--- src/rtl/gen_col_if.sv ---
// gen_col_if
// Bundles the Toeplitz seed inputs and the generated column into one interface.
// Parameters:
//   N  number of matrix columns, which is the width of rrow0
//   L  number of matrix rows, which is the width of col0 and col
// Signals:
//   rrow0  N bits  first matrix row, rrow0[j] = T[0][j]
//   col0   L bits  first matrix column, col0[L-1-i] = T[i][0]
//   col    L bits  current generated column, col[L-1-i] = T[i][cnt]
// Modports:
//   master  seed loader / column consumer: drives rrow0 and col0, reads col
//   slave   column generator: reads rrow0 and col0, drives col
interface gen_col_if #(
    parameter int N = 256,
    parameter int L = 128
);
    logic [N-1:0] rrow0;
    logic [L-1:0] col0;
    logic [L-1:0] col;

    modport master (
        output rrow0,
        output col0,
        input  col
    );

    modport slave (
        input  rrow0,
        input  col0,
        output col
    );
endinterface

--- src/rtl/gen_col.sv ---
// gen_col
// Produces one column of an L x N binary Toeplitz matrix per clock.
// The matrix is fully defined by its first column (col0) and first row (rrow0).
// Several instances that share STRIDE and use distinct INDEX values cover all
// columns between them, each instance walking its own interleaved subset.
// Parameters:
//   BS      seed loader word width; N and L must be multiples of it
//   N       matrix columns, power of two
//   L       matrix rows
//   STRIDE  column step per clock, power of two, 1..L, divides N
//   INDEX   first column produced, 0..STRIDE-1
// Ports:
//   clk    rising-edge clock
//   reset  synchronous active-high reset
//   bus    gen_col_if slave: rrow0/col0 seeds in, col out
module gen_col #(
    parameter int BS     = 64,
    parameter int N      = 256,
    parameter int L      = 128,
    parameter int STRIDE = 1,
    parameter int INDEX  = 0
) (
    input  logic      clk,
    input  logic      reset,
    gen_col_if.slave  bus
);
    localparam int CW  = $clog2(N);
    localparam int CW1 = CW + 1;

    // One extra bit so cnt+STRIDE can be compared against N without overflow.
    localparam logic [CW1-1:0] STRIDE_W = CW1'(STRIDE);
    localparam logic [CW1-1:0] N_W      = CW1'(N);
    localparam logic [CW-1:0]  INDEX_W  = CW'(INDEX);

    // Elaboration-time legality checks on the parameter set.
    generate
        if ((N % BS) != 0 || (L % BS) != 0) begin : g_bad_bs
            $error("gen_col: N and L must be multiples of BS");
        end
        if ((N & (N - 1)) != 0) begin : g_bad_n
            $error("gen_col: N must be a power of two");
        end
        if (STRIDE < 1 || STRIDE > L || (STRIDE & (STRIDE - 1)) != 0 || (N % STRIDE) != 0) begin : g_bad_stride
            $error("gen_col: STRIDE must be a power of two in 1..L dividing N");
        end
        if (INDEX < 0 || INDEX >= STRIDE) begin : g_bad_index
            $error("gen_col: INDEX must lie in 0..STRIDE-1");
        end
    endgenerate

    logic [CW-1:0]     cnt;
    logic [CW-1:0]     cnt_d;
    logic [L-1:0]      col_q;
    logic [L-1:0]      col_d;
    logic [L-1:0]      idx_col;
    logic [L-1:0]      shifted;
    logic [CW1-1:0]    cnt_step;
    logic [STRIDE-1:0] new_bits;

    // Column INDEX is a fixed rewiring of the seeds: the top INDEX rows come
    // from rrow0[INDEX..1], everything from the diagonal down is col0 shifted.
    // All indices are constants, so this is wiring only.
    always_comb begin
        idx_col = '0;
        for (int i = 0; i < INDEX; i++) begin
            idx_col[L-1-i] = bus.rrow0[INDEX-i];
        end
        for (int i = INDEX; i < L; i++) begin
            idx_col[L-1-i] = bus.col0[L-1-(i-INDEX)];
        end
    end

    assign cnt_step = {1'b0, cnt} + STRIDE_W;

    // The STRIDE new top bits of the next column are rrow0[cnt+STRIDE .. cnt+1].
    // On a wrap step this select may fall outside rrow0, but its value is
    // discarded there because the index column is loaded instead.
    assign new_bits = bus.rrow0[cnt_step[CW-1:0] -: STRIDE];

    // Moving STRIDE columns right pushes every row down by STRIDE.
    generate
        if (STRIDE < L) begin : g_shift
            assign shifted = {new_bits, col_q[L-1:STRIDE]};
        end else begin : g_replace
            assign shifted = new_bits;
        end
    endgenerate

    always_comb begin
        cnt_d = cnt;
        col_d = col_q;
        if (cnt_step >= N_W) begin
            cnt_d = INDEX_W;
            col_d = idx_col;
        end else begin
            cnt_d = cnt_step[CW-1:0];
            col_d = shifted;
        end
    end

    always_ff @(posedge clk) begin
        if (reset) begin
            cnt   <= INDEX_W;
            col_q <= idx_col;
        end else begin
            cnt   <= cnt_d;
            col_q <= col_d;
        end
    end

    assign bus.col = col_q;
endmodule

--- src/flat_wrapper.sv ---
// flat-port wrapper written by rule: the top's interface ports become plain ports
module gen_col_flat 
#(
    parameter int BS     = 64,
    parameter int N      = 256,
    parameter int L      = 128,
    parameter int STRIDE = 1,
    parameter int INDEX  = 0
)
  (clk, reset, bus_rrow0, bus_col0, bus_col);
  gen_col_if #(.N(N), .L(L)) bus_i ();
  input  logic clk;
  input  logic reset;
  input wire logic [$bits(bus_i.rrow0)-1:0] bus_rrow0;
  input wire logic [$bits(bus_i.col0)-1:0] bus_col0;
  output wire logic [$bits(bus_i.col)-1:0] bus_col;
  assign bus_i.rrow0 = bus_rrow0;
  assign bus_i.col0 = bus_col0;
  assign bus_col = bus_i.col;
  gen_col #(.BS(BS), .N(N), .L(L), .STRIDE(STRIDE), .INDEX(INDEX)) u_core (.clk(clk), .reset(reset), .bus(bus_i));
endmodule
--- config.mk ---
export PLATFORM = sky130hd
export DESIGN_NAME = gen_col_flat
export DESIGN_NICKNAME = d
export VERILOG_FILES = /design/src/rtl/gen_col_if.sv /design/src/rtl/gen_col.sv /design/src/flat_wrapper.sv
export SDC_FILE = /design/constraint.sdc
export NUM_CORES = 1
export LEC_CHECK = 0
export ABC_AREA = 0
export CAP_MARGIN = 10
export CORE_AREA = 4 4 200 202
export DETAILED_ROUTE_END_ITERATION = 7
export DIE_AREA = 0 0 204 206
export PLACE_DENSITY = 0.59
export SLEW_MARGIN = 15
export SYNTH_ARGS = -nofsm -noshare
export SYNTH_HDL_FRONTEND = slang
export SYNTH_SLANG_ARGS = --single-unit
export TNS_END_PERCENT = 5
--- constraint.sdc ---
create_clock -name clk -period 4.2 [get_ports clk]
set_clock_uncertainty 0.15 [all_clocks]
set_input_delay 1.05 -clock clk [delete_from_list [all_inputs] [get_ports clk]]
set_output_delay 1.05 -clock clk [all_outputs]
set_load 0.05 [all_outputs]
==> results of run 1 <==
layout by cell type (no fill, tap or decap), drive strengths merged, types with 2 or more instances in the layout:
master         count
nand4              7
a31oi              6
and2               2
dfxtp            136
a32oi             14
inv                7
mux2               4
o22ai              2
clkdlybuf4s50    513
nand2            524
nor3               3
xor2               5
bufinv             3
buf               15
clkinv             4
a41oi              8
nand3             61
nor2              15
mux4              29
o2111ai            2
nor4               3
and3               2
o21ai              2
mux2i             13
o31ai              2
clkinvlp           2
clkbuf            18
xnor2              5
nor2b              2
power by group through the flow:
stage	registers [mW]	logic (mW)	clock network, mW
detailed placement	1.51	1.59	0
floorplan	1.90	0.450	0
CTS	1.48	1.59	1.61
global placement	1.51	1.58	0
global route	1.50	1.68	1.65
finish	1.48	1.58	1.56
how the worst min path moves through the flow:
| stage | from | to | cells past startpoint |
|---|---|---|---|
| CTS | u_core.bus.col[74] | u_core.bus.col[73] | 2 |
| global route | u_core.bus.col[91] | u_core.bus.col[90] | 2 |
| finish | u_core.bus.col[74] | u_core.bus.col[73] | 2 |
| floorplan | u_core.cnt[5] | u_core.cnt[5] | 2 |
| detailed placement | u_core.bus.col[58] | u_core.bus.col[57] | 2 |
| global placement | u_core.bus.col[87] | u_core.bus.col[86] | 2 |
cell type report:
type	count	share of cell area
clock buffers	18	0.0327
clock inverters	13	0.0130
inverters	3	0.000858
multi-input cells	723	0.294
flip-flops and latches	136	0.208
well taps	518	0.0494
repair buffers	528	0.403
stage by stage:
step | worst slack (ns) | hold slack, ns | total power, mW | cell area (um^2)
after floorplan | 1.51 | 0.434 | 2.35 | 6890
after global placement | 0.706 | 0.273 | 3.09 | 12500
after detailed placement | 0.736 | 0.278 | 3.10 | 12500
after CTS | 0.899 | 0.287 | 4.69 | 13100
after global routing | 0.721 | 0.304 | 4.83 | 13100
final | 0.898 | 0.281 | 4.62 | 13100
sequential cells by signal (all words and copies together), names as in the netlist:
signal / flops
u_core.bus.col: 128
u_core.cnt: 8
logic make-up after synthesis:
logic type / synth area share
simple gates: 0.357
flops: 0.395
buf+inv: 0.0512
mux: 0.124
compound gates: 0.0530
xor+xnor: 0.0176
fa+ha+maj: 0.00182
metal layers:
| layer | up-vias | share of wire | global-route usage |
|---|---|---|---|
| li1 | 4012 | - | - |
| met1 | 3771 | 0.39 | 0.172 |
| met2 | 350 | 0.51 | 0.262 |
| met3 | 36 | 0.077 | 0.0377 |
| met4 | 0 | 0.019 | 0.0407 |
| met5 | - | 0 | 0 |
tightest hold or removal path: stages (launching register included):
cell and delay [ns]:
dfxtp_1 0.31, nand2_1 0.05, nand2_1 0.04
==> impl_metrics.yaml, run 1 <==
run_status:
  outcome: "completed"
sta:
  finalMaxSlewViolations: 0
  setup_violations: 0
  fin_crit_sh: 0.786
  rsz0062_at_grt: "no"
  maxSlewHeadroom: 0.302
  worst_pin_slew_ns: 1.05
  final.setup.tns_ns: 0
  clock.fmax_mhz: 303
  fin_crit_ns: 3.30
  hold_viol: 0
pwr:
  power.leakage_nw: 5.47
  switchingPower_mw: 1.55
  power.internal_mw: 3.07
  p_per_area_nw_per_um2: 352
  vdd_drop_max_mv: 0.265
  switching_share: 0.336
  combPwrFrac: 0.342
  clkPwrFrac: 0.337
  pwr-share-seq: 0.321
place:
  gp_congestion: 0.872
  place_hpwl_um: 26500
  placedCellCount: 1908
  port_buffers: 513
route:
  avgViaCountPerCell: 4.21
  dr_total_vias: 8169
  ant_nets: 0
  wl_per_cell_um: 17.1
  drc_errors: 0
  firstDrtPassIters: 5
  drt_iter0_drc: 545
  wirelength_um: 33100
clock_tree:
  h-tree-depth: 4
  clk_pin_slew_ns: 0.06
  cts_root_buffer: "clkbuf_16"
  hold_buffers: 0
  cts_tree: "yes"
  cts_buffers: 17
  clk_latency_ns: 0.42
  clock_path_buffers: 2
  cts_sinks: 136
  cts_resized: 0
  post-cts-setup-buffers: 0
worst_setup_path:
  crit_arrival_ns: 3.44
  rrSetupSlack_ns: 0.90
  cp-start-kind: "flip-flop"
  critPathMaxFanout: 40
  cp-startpoint: "u_core.cnt[2]"
  endpoint: "u_core.bus.col[127]"
  path_delay_family: "XOR/XNOR gates"
  slowest_delay_ns: 0.93
  slowest_stage: "xnor2_4"
  crit_chain: "xnor2_4 -> buf_4 -> mux4_2 -> nand2_1 -> a32oi_1 -> o2111ai_1 -> o311ai_1"
  crit_type: "flip-flop to flip-flop"
  path_buf_inv: 1
  cp.depth: 7
  reg2reg_depth: 7
  cp-end-kind: "flip-flop"
  cp.required_ns: 4.34
  r2r-end: "u_core.bus.col[127]"
  worst_r2r_startpoint: "u_core.cnt[2]"
logic_synthesis:
  ys_top_cells_by_count: "nand2_1, dfxtp_1, nand3_1"
  synthFlopType: "dfxtp_1"
  synth_area_um2: 6890
  yosysTopAreaCellShare: 0.395
  ys_types: 46
  ys_seq_elements: 136
  synthTopCellsByArea: "dfxtp_1, nand2_1, mux4_2, nand3_1, mux4_1"
  yosysMostFrequentCell: "nand2_1"
  avgSynthCellArea_um2: 7.45
  synth_nets: 1312
  synth_edf_count: 0
  syn-instance-count: 925
  yosysSeqAreaShare: 0.395
  ys_warn_count: 0
  synth_top_area_cell: "dfxtp_1"
  synthArstFlopShare: 0
floorplanning:
  die-area_um2: 42000
  dieWidth_um: 204
  core-area_um2: 38300
  row_count: 72
  dieHeight_um: 206
  io_pins: 514
  start_util: 0.180
final_layout:
  drive_gt1_frac: 0.0556
  final-seq-area_um2: 2720
  antennaDiodeCount: 0
  stdcell_count: 1939
  multi_input_area_um2: 3850
  fillers: 4057
  syn_to_final_growth_pct: 90.5
  final_util: 0.343
  layout.nets: 1796
grt:
  grtUsageTotal: 0.146
  grt_max_degree: 99
  antenna_found_initial: 0
  grt_pass1_vias: 8211
  overflow: 0
  grt_pass1_wl_um: 47200
hold_path:
  hp-class: "flip-flop to flip-flop"
job:
  maxCapViolCount: 0
No activity file was read; power rests on OpenSTA's default activity.
==> inputs of run 2 (changes only) <==
--- a/config.mk
+++ b/config.mk
@@ -10,7 +10,7 @@
 export CORE_AREA = 4 4 200 202
 export DETAILED_ROUTE_END_ITERATION = 7
 export DIE_AREA = 0 0 204 206
-export PLACE_DENSITY = 0.59
+export PLACE_DENSITY = 0.61
 export SLEW_MARGIN = 15
 export SYNTH_ARGS = -nofsm -noshare
 export SYNTH_HDL_FRONTEND = slang
==> constraint.sdc (replaced) <==
create_clock -name clk -period 2.7 [get_ports clk]
set_clock_uncertainty 0.15 [all_clocks]
set_input_delay 0.675 -clock clk [delete_from_list [all_inputs] [get_ports clk]]
set_output_delay 0.675 -clock clk [all_outputs]
set_load 0.05 [all_outputs]
==> impl_metrics.yaml, run 2 (synthesis gave the netlist of run 1 again) <==
run_status:
  outcome: "completed"
place:
  gp_congestion: 0.859
  place_hpwl_um: 26600
  placedCellCount: 1946
  port_buffers: 513
  dp_worst_setup_slack_ns: -0.263
route:
  wl_per_cell_um: 16.9
  dr_total_vias: 8174
  firstDrtPassIters: 5
  drc_errors: 0
  ant_nets: 0
  avgViaCountPerCell: 4.13
  wirelength_um: 33400
  drt_iter0_drc: 489
floorplanning:
  dieWidth_um: 204
  core-area_um2: 38300
  row_count: 72
  io_pins: 514
  dieHeight_um: 206
  start_util: 0.180
  die-area_um2: 42000
pwr:
  power.leakage_nw: 5.75
  vdd_drop_max_mv: 0.391
  p_per_area_nw_per_um2: 535
grt:
  grt_max_degree: 95
  grtUsageTotal: 0.148
  grt_pass1_wl_um: 48000
  antenna_found_initial: 0
  grt_pass1_vias: 8477
  overflow: 0
sta:
  setup_violations: 0
  maxSlewHeadroom: 0.588
  hold_ws_ns: 0.277
  fin_crit_sh: 0.977
  hold_viol: 0
  finalMaxSlewViolations: 0
  clock.fmax_mhz: 379
  worst_pin_slew_ns: 0.616
  final.setup.tns_ns: 0
  layout_setup_ws_ns: 0.0617
  fin_crit_ns: 2.64
final_layout:
  final-seq-area_um2: 2730
  multi_input_area_um2: 3950
  fillers: 4036
  stdcell_count: 1981
  final_common_cell: "nand2_1"
  drive_gt1_frac: 0.0916
  final_util: 0.358
  layout_common_cells: "nand2_1, clkdlybuf4s50_1, dfxtp_1"
  largest_reg_flops: 128
  antennaDiodeCount: 0
  layout.nets: 1837
  syn_to_final_growth_pct: 99.1
job:
  maxCapViolCount: 0
worst_setup_path:
  crit_arrival_ns: 2.81
  slowest_delay_ns: 0.39
  cp-start-kind: "flip-flop"
  path_delay_family: "compound AO/OA/AOI/OAI gates"
  crit_path_frequent_cell: "buf_12"
  path_buf_inv: 3
  cp.required_ns: 2.87
  crit_type: "flip-flop to flip-flop"
  cp.depth: 11
  slowest_stage: "a2111oi_4"
  critPathMaxFanout: 41
  crit_chain: "ha_4 -> buf_12 -> xnor2_4 -> buf_12 -> nand2_1 -> nand3_1 -> a41oi_2 -> a2111oi_4 -> buf_4 -> o22ai_4 -> o311ai_4"
  cp-end-kind: "flip-flop"
  reg2reg_depth: 11
clock_tree:
  cts_root_buffer: "clkbuf_16"
  clk_latency_ns: 0.42
  cts_sinks: 136
  cts_buffers: 17
  clock_path_buffers: 2
  clk_pin_slew_ns: 0.07
  h-tree-depth: 4
  cts_tree: "yes"
hold_path:
  hp-class: "flip-flop to flip-flop"
  min_path_cells: 2
[run 2: where the power goes]
group          internal (mW)  switching (mW)  total [mW]
registers               2.19           0.103        2.30
clock network           1.41           0.991        2.40
logic                   1.25            1.40        2.65
total                   4.85            2.49        7.34
[run 2: stage by stage]
stage	total power, mW	instance area [um^2]
floorplan	3.65	6890
global placement	4.90	12900
detailed placement	4.91	12900
CTS	7.43	13700
global route	7.68	13700
finish	7.34	13700
[run 2: final timing paths]
check                                        start             endpoint  slack (ns)
worst max-delay path                 u_core.cnt[0]  u_core.bus.col[127]        0.06
worst min-delay path            u_core.bus.col[73]   u_core.bus.col[72]        0.28
worst max register to register       u_core.cnt[0]  u_core.bus.col[127]        0.06
worst min register to register  u_core.bus.col[73]   u_core.bus.col[72]        0.28
[run 2: tightest hold or removal path, stage by stage, from the launching register on]
cell and delay (ns):
dfxtp_1 0.31, nand2_1 0.05, nand2_1 0.04
[run 2: layout make-up]
class	count	share of cell area
Multi-Input combinational cell	723	0.288
Clock inverter	14	0.0116
Clock buffer	18	0.0320
Inverter	3	0.000821
Timing Repair Buffer	569	0.421
Sequential cell	136	0.199
Tap cell	518	0.0472
[run 2: metal layers]
layer  GRT usage  vias to the layer above  share of wire
li1            -                     4102              -
met2       0.266                      329           0.51
met3      0.0353                       35          0.070
met1       0.179                     3708           0.41
met5           0                        -              0
met4      0.0335                        0          0.015
[run 2: repair_timing]
item | 4_1_cts | 5_1_grt
endpoints found under the setup margin | 1 | 1
hold buffers | 0 | 0
endpoints found under the hold margin | 0 | 0
setup buffers | 3 | 2
gates cloned | 2 | 1
resized for setup | 13 | 18
pin swaps | 8 | 15
==> inputs of run 3 (changes only) <==
--- a/config.mk
+++ b/config.mk
@@ -7,9 +7,9 @@
 export LEC_CHECK = 0
 export ABC_AREA = 0
 export CAP_MARGIN = 10
-export CORE_AREA = 4 4 200 202
+export CORE_AREA = 2 2 198 200
 export DETAILED_ROUTE_END_ITERATION = 7
-export DIE_AREA = 0 0 204 206
+export DIE_AREA = 0 0 200 202
 export PLACE_DENSITY = 0.61
 export SLEW_MARGIN = 15
 export SYNTH_ARGS = -nofsm -noshare
==> impl_metrics.yaml, run 3 (synthesis gave the netlist of run 1 again) <==
floorplanning:
  dieHeight_um: 202
  start_util: 0.180
  io_pins: 514
  core-area_um2: 38300
  dieWidth_um: 200
  row_count: 72
  die-area_um2: 40400
clock_tree:
  clk_pin_slew_ns: 0.07
  clk_latency_ns: 0.42
  cts_tree: "yes"
  h-tree-depth: 4
  hold_buffers: 0
  cts_root_buffer: "clkbuf_16"
  cts_buffers: 17
  clock_path_buffers: 2
  cts_sinks: 136
route:
  dr_total_vias: 8487
  firstDrtPassIters: 5
  ant_nets: 0
  wirelength_um: 32600
  drt_iter0_drc: 497
  wl_per_cell_um: 16.2
  drc_errors: 0
  avgViaCountPerCell: 4.21
hold_path:
  hp-class: "flip-flop to flip-flop"
  worstHoldStart: "u_core.bus.col[75]"
  min_path_cells: 2
  min_to: "u_core.bus.col[74]"
sta:
  hold_viol: 0
  rsz0062_at_grt: "yes"
  maxSlewHeadroom: 0.587
  hold_ws_ns: 0.277
  final.setup.tns_ns: 0
  worst_pin_slew_ns: 0.618
  fin_crit_ns: 2.65
  finalMaxSlewViolations: 0
  setup_violations: 0
  clock.fmax_mhz: 378
  fin_crit_sh: 0.981
final_layout:
  final_util: 0.369
  fin_area_um2: 14100
  largest_reg_flops: 128
  final_common_cell: "nand2_1"
  antennaDiodeCount: 0
  layout.nets: 1873
  drive_gt1_frac: 0.128
  fillers: 3953
  syn_to_final_growth_pct: 105
  layout_common_cells: "nand2_1, clkdlybuf4s50_1, dfxtp_1"
grt:
  grtUsageTotal: 0.157
  antenna_found_initial: 1
  overflow: 0
  grt_max_degree: 99
  grt_pass1_wl_um: 48700
  grt_pass1_vias: 8651
pwr:
  p_total_mw: 7.35
  power.leakage_nw: 5.94
  p_per_area_nw_per_um2: 520
  vdd_drop_max_mv: 0.376
worst_setup_path:
  crit_type: "flip-flop to flip-flop"
  worst_r2r_startpoint: "u_core.cnt[0]"
  slowest_stage: "mux4_1"
  reg2reg_depth: 8
  r2r-end: "u_core.bus.col[127]"
  critPathMaxFanout: 14
  rrSetupSlack_ns: 0.05
  path_delay_family: "multiplexers"
  crit_arrival_ns: 2.79
  cp-end-kind: "flip-flop"
  crit_path_frequent_cell: "a32oi_2"
  cp.required_ns: 2.84
  slowest_delay_ns: 0.56
  path_buf_inv: 2
  crit_chain: "buf_4 -> buf_12 -> mux4_1 -> mux2_2 -> a32oi_2 -> a32oi_2 -> o2111ai_2 -> o311ai_4"
  cp-start-kind: "flip-flop"
place:
  placed_area_um2: 13100
  port_buffers: 513
  gp_congestion: 0.878
  place_hpwl_um: 26000
run_status:
  outcome: "completed"
job:
  maxCapViolCount: 0
[run 3: changes by cell type in the layout (fill, tap and decap cells not counted), moves of 3 or more]
| cell | delta |
|---|---|
| nand3_1 | -5 |
| inv_8 | +4 |
| buf_4 | +29 |
| a32oi_2 | +4 |
| buf_12 | +4 |
| a32oi_1 | -4 |
| nand3_2 | +5 |
| buf_6 | +3 |
[run 3: layer usage]
metal / track usage / wire length (um) / vias up / part of all wire
met5: 0 / 13 / - / 0.00040
met4: 0.0463 / 684 / 2 / 0.021
met3: 0.0379 / 2420 / 39 / 0.074
met2: 0.278 / 16100 / 349 / 0.50
met1: 0.187 / 13300 / 3919 / 0.41
li1: - / - / 4178 / -
[run 3: area by class of cell]
cell class / count / area [um^2] / share of cell area
repair buffers: 605 / 6120 / 0.433
multi-input cells: 723 / 4050 / 0.287
flip-flops and latches: 136 / 2730 / 0.193
well taps: 518 / 648 / 0.0459
inverters: 3 / 11.3 / 0.000797
clock buffers: 17 / 425 / 0.0301
clock inverters: 15 / 148 / 0.0105
[run 3: worst max-delay path by stage]
stage               cells past startpoint     startpoint                   to  slack, ns
floorplan                               8  u_core.cnt[1]  u_core.bus.col[127]       0.35
global placement                        7  bus_rrow0[76]  u_core.bus.col[127]      -0.23
detailed placement                      7  bus_rrow0[79]  u_core.bus.col[127]      -0.24
CTS                                     9  u_core.cnt[1]  u_core.bus.col[127]       0.01
global route                           12  u_core.cnt[1]  u_core.bus.col[127]      -0.03
finish                                  8  u_core.cnt[0]  u_core.bus.col[127]       0.05
[run 3: what timing repair did]
action                                 4_1_cts  5_1_grt
pin swaps                                   10       13
resized for setup                           34       25
cloned                                       1        1
buffers inserted                             4       15
endpoints found under the hold margin        0        0
setup endpoints to repair                    1        1
[run 3: power by group]
group          internal (mW)  switching, mW  total (mW)
combinational           1.34           1.43        2.77
sequential              2.19          0.107        2.30
clock                   1.23           1.05        2.28
total                   4.77           2.58        7.35
[run 3: stage by stage]
| stage | setup slack, ns | instances |
|---|---|---|
| 2_1_floorplan | 0.354 | 925 |
| 3_3_place_gp | -0.235 | 1966 |
| 3_5_place_dp | -0.237 | 1966 |
| 4_1_cts | 0.00973 | 2001 |
| 5_1_grt | -0.0302 | 2017 |
| 6_report | 0.0521 | 2017 |
[run 3: worst reg2reg max path, delay by kind of cell (launching register included)]
kind / cells / cell delay [ns]
buf+inv: 2 / 0.35
mux: 2 / 0.86
compound gates: 4 / 0.80
flops: 1 / 0.35
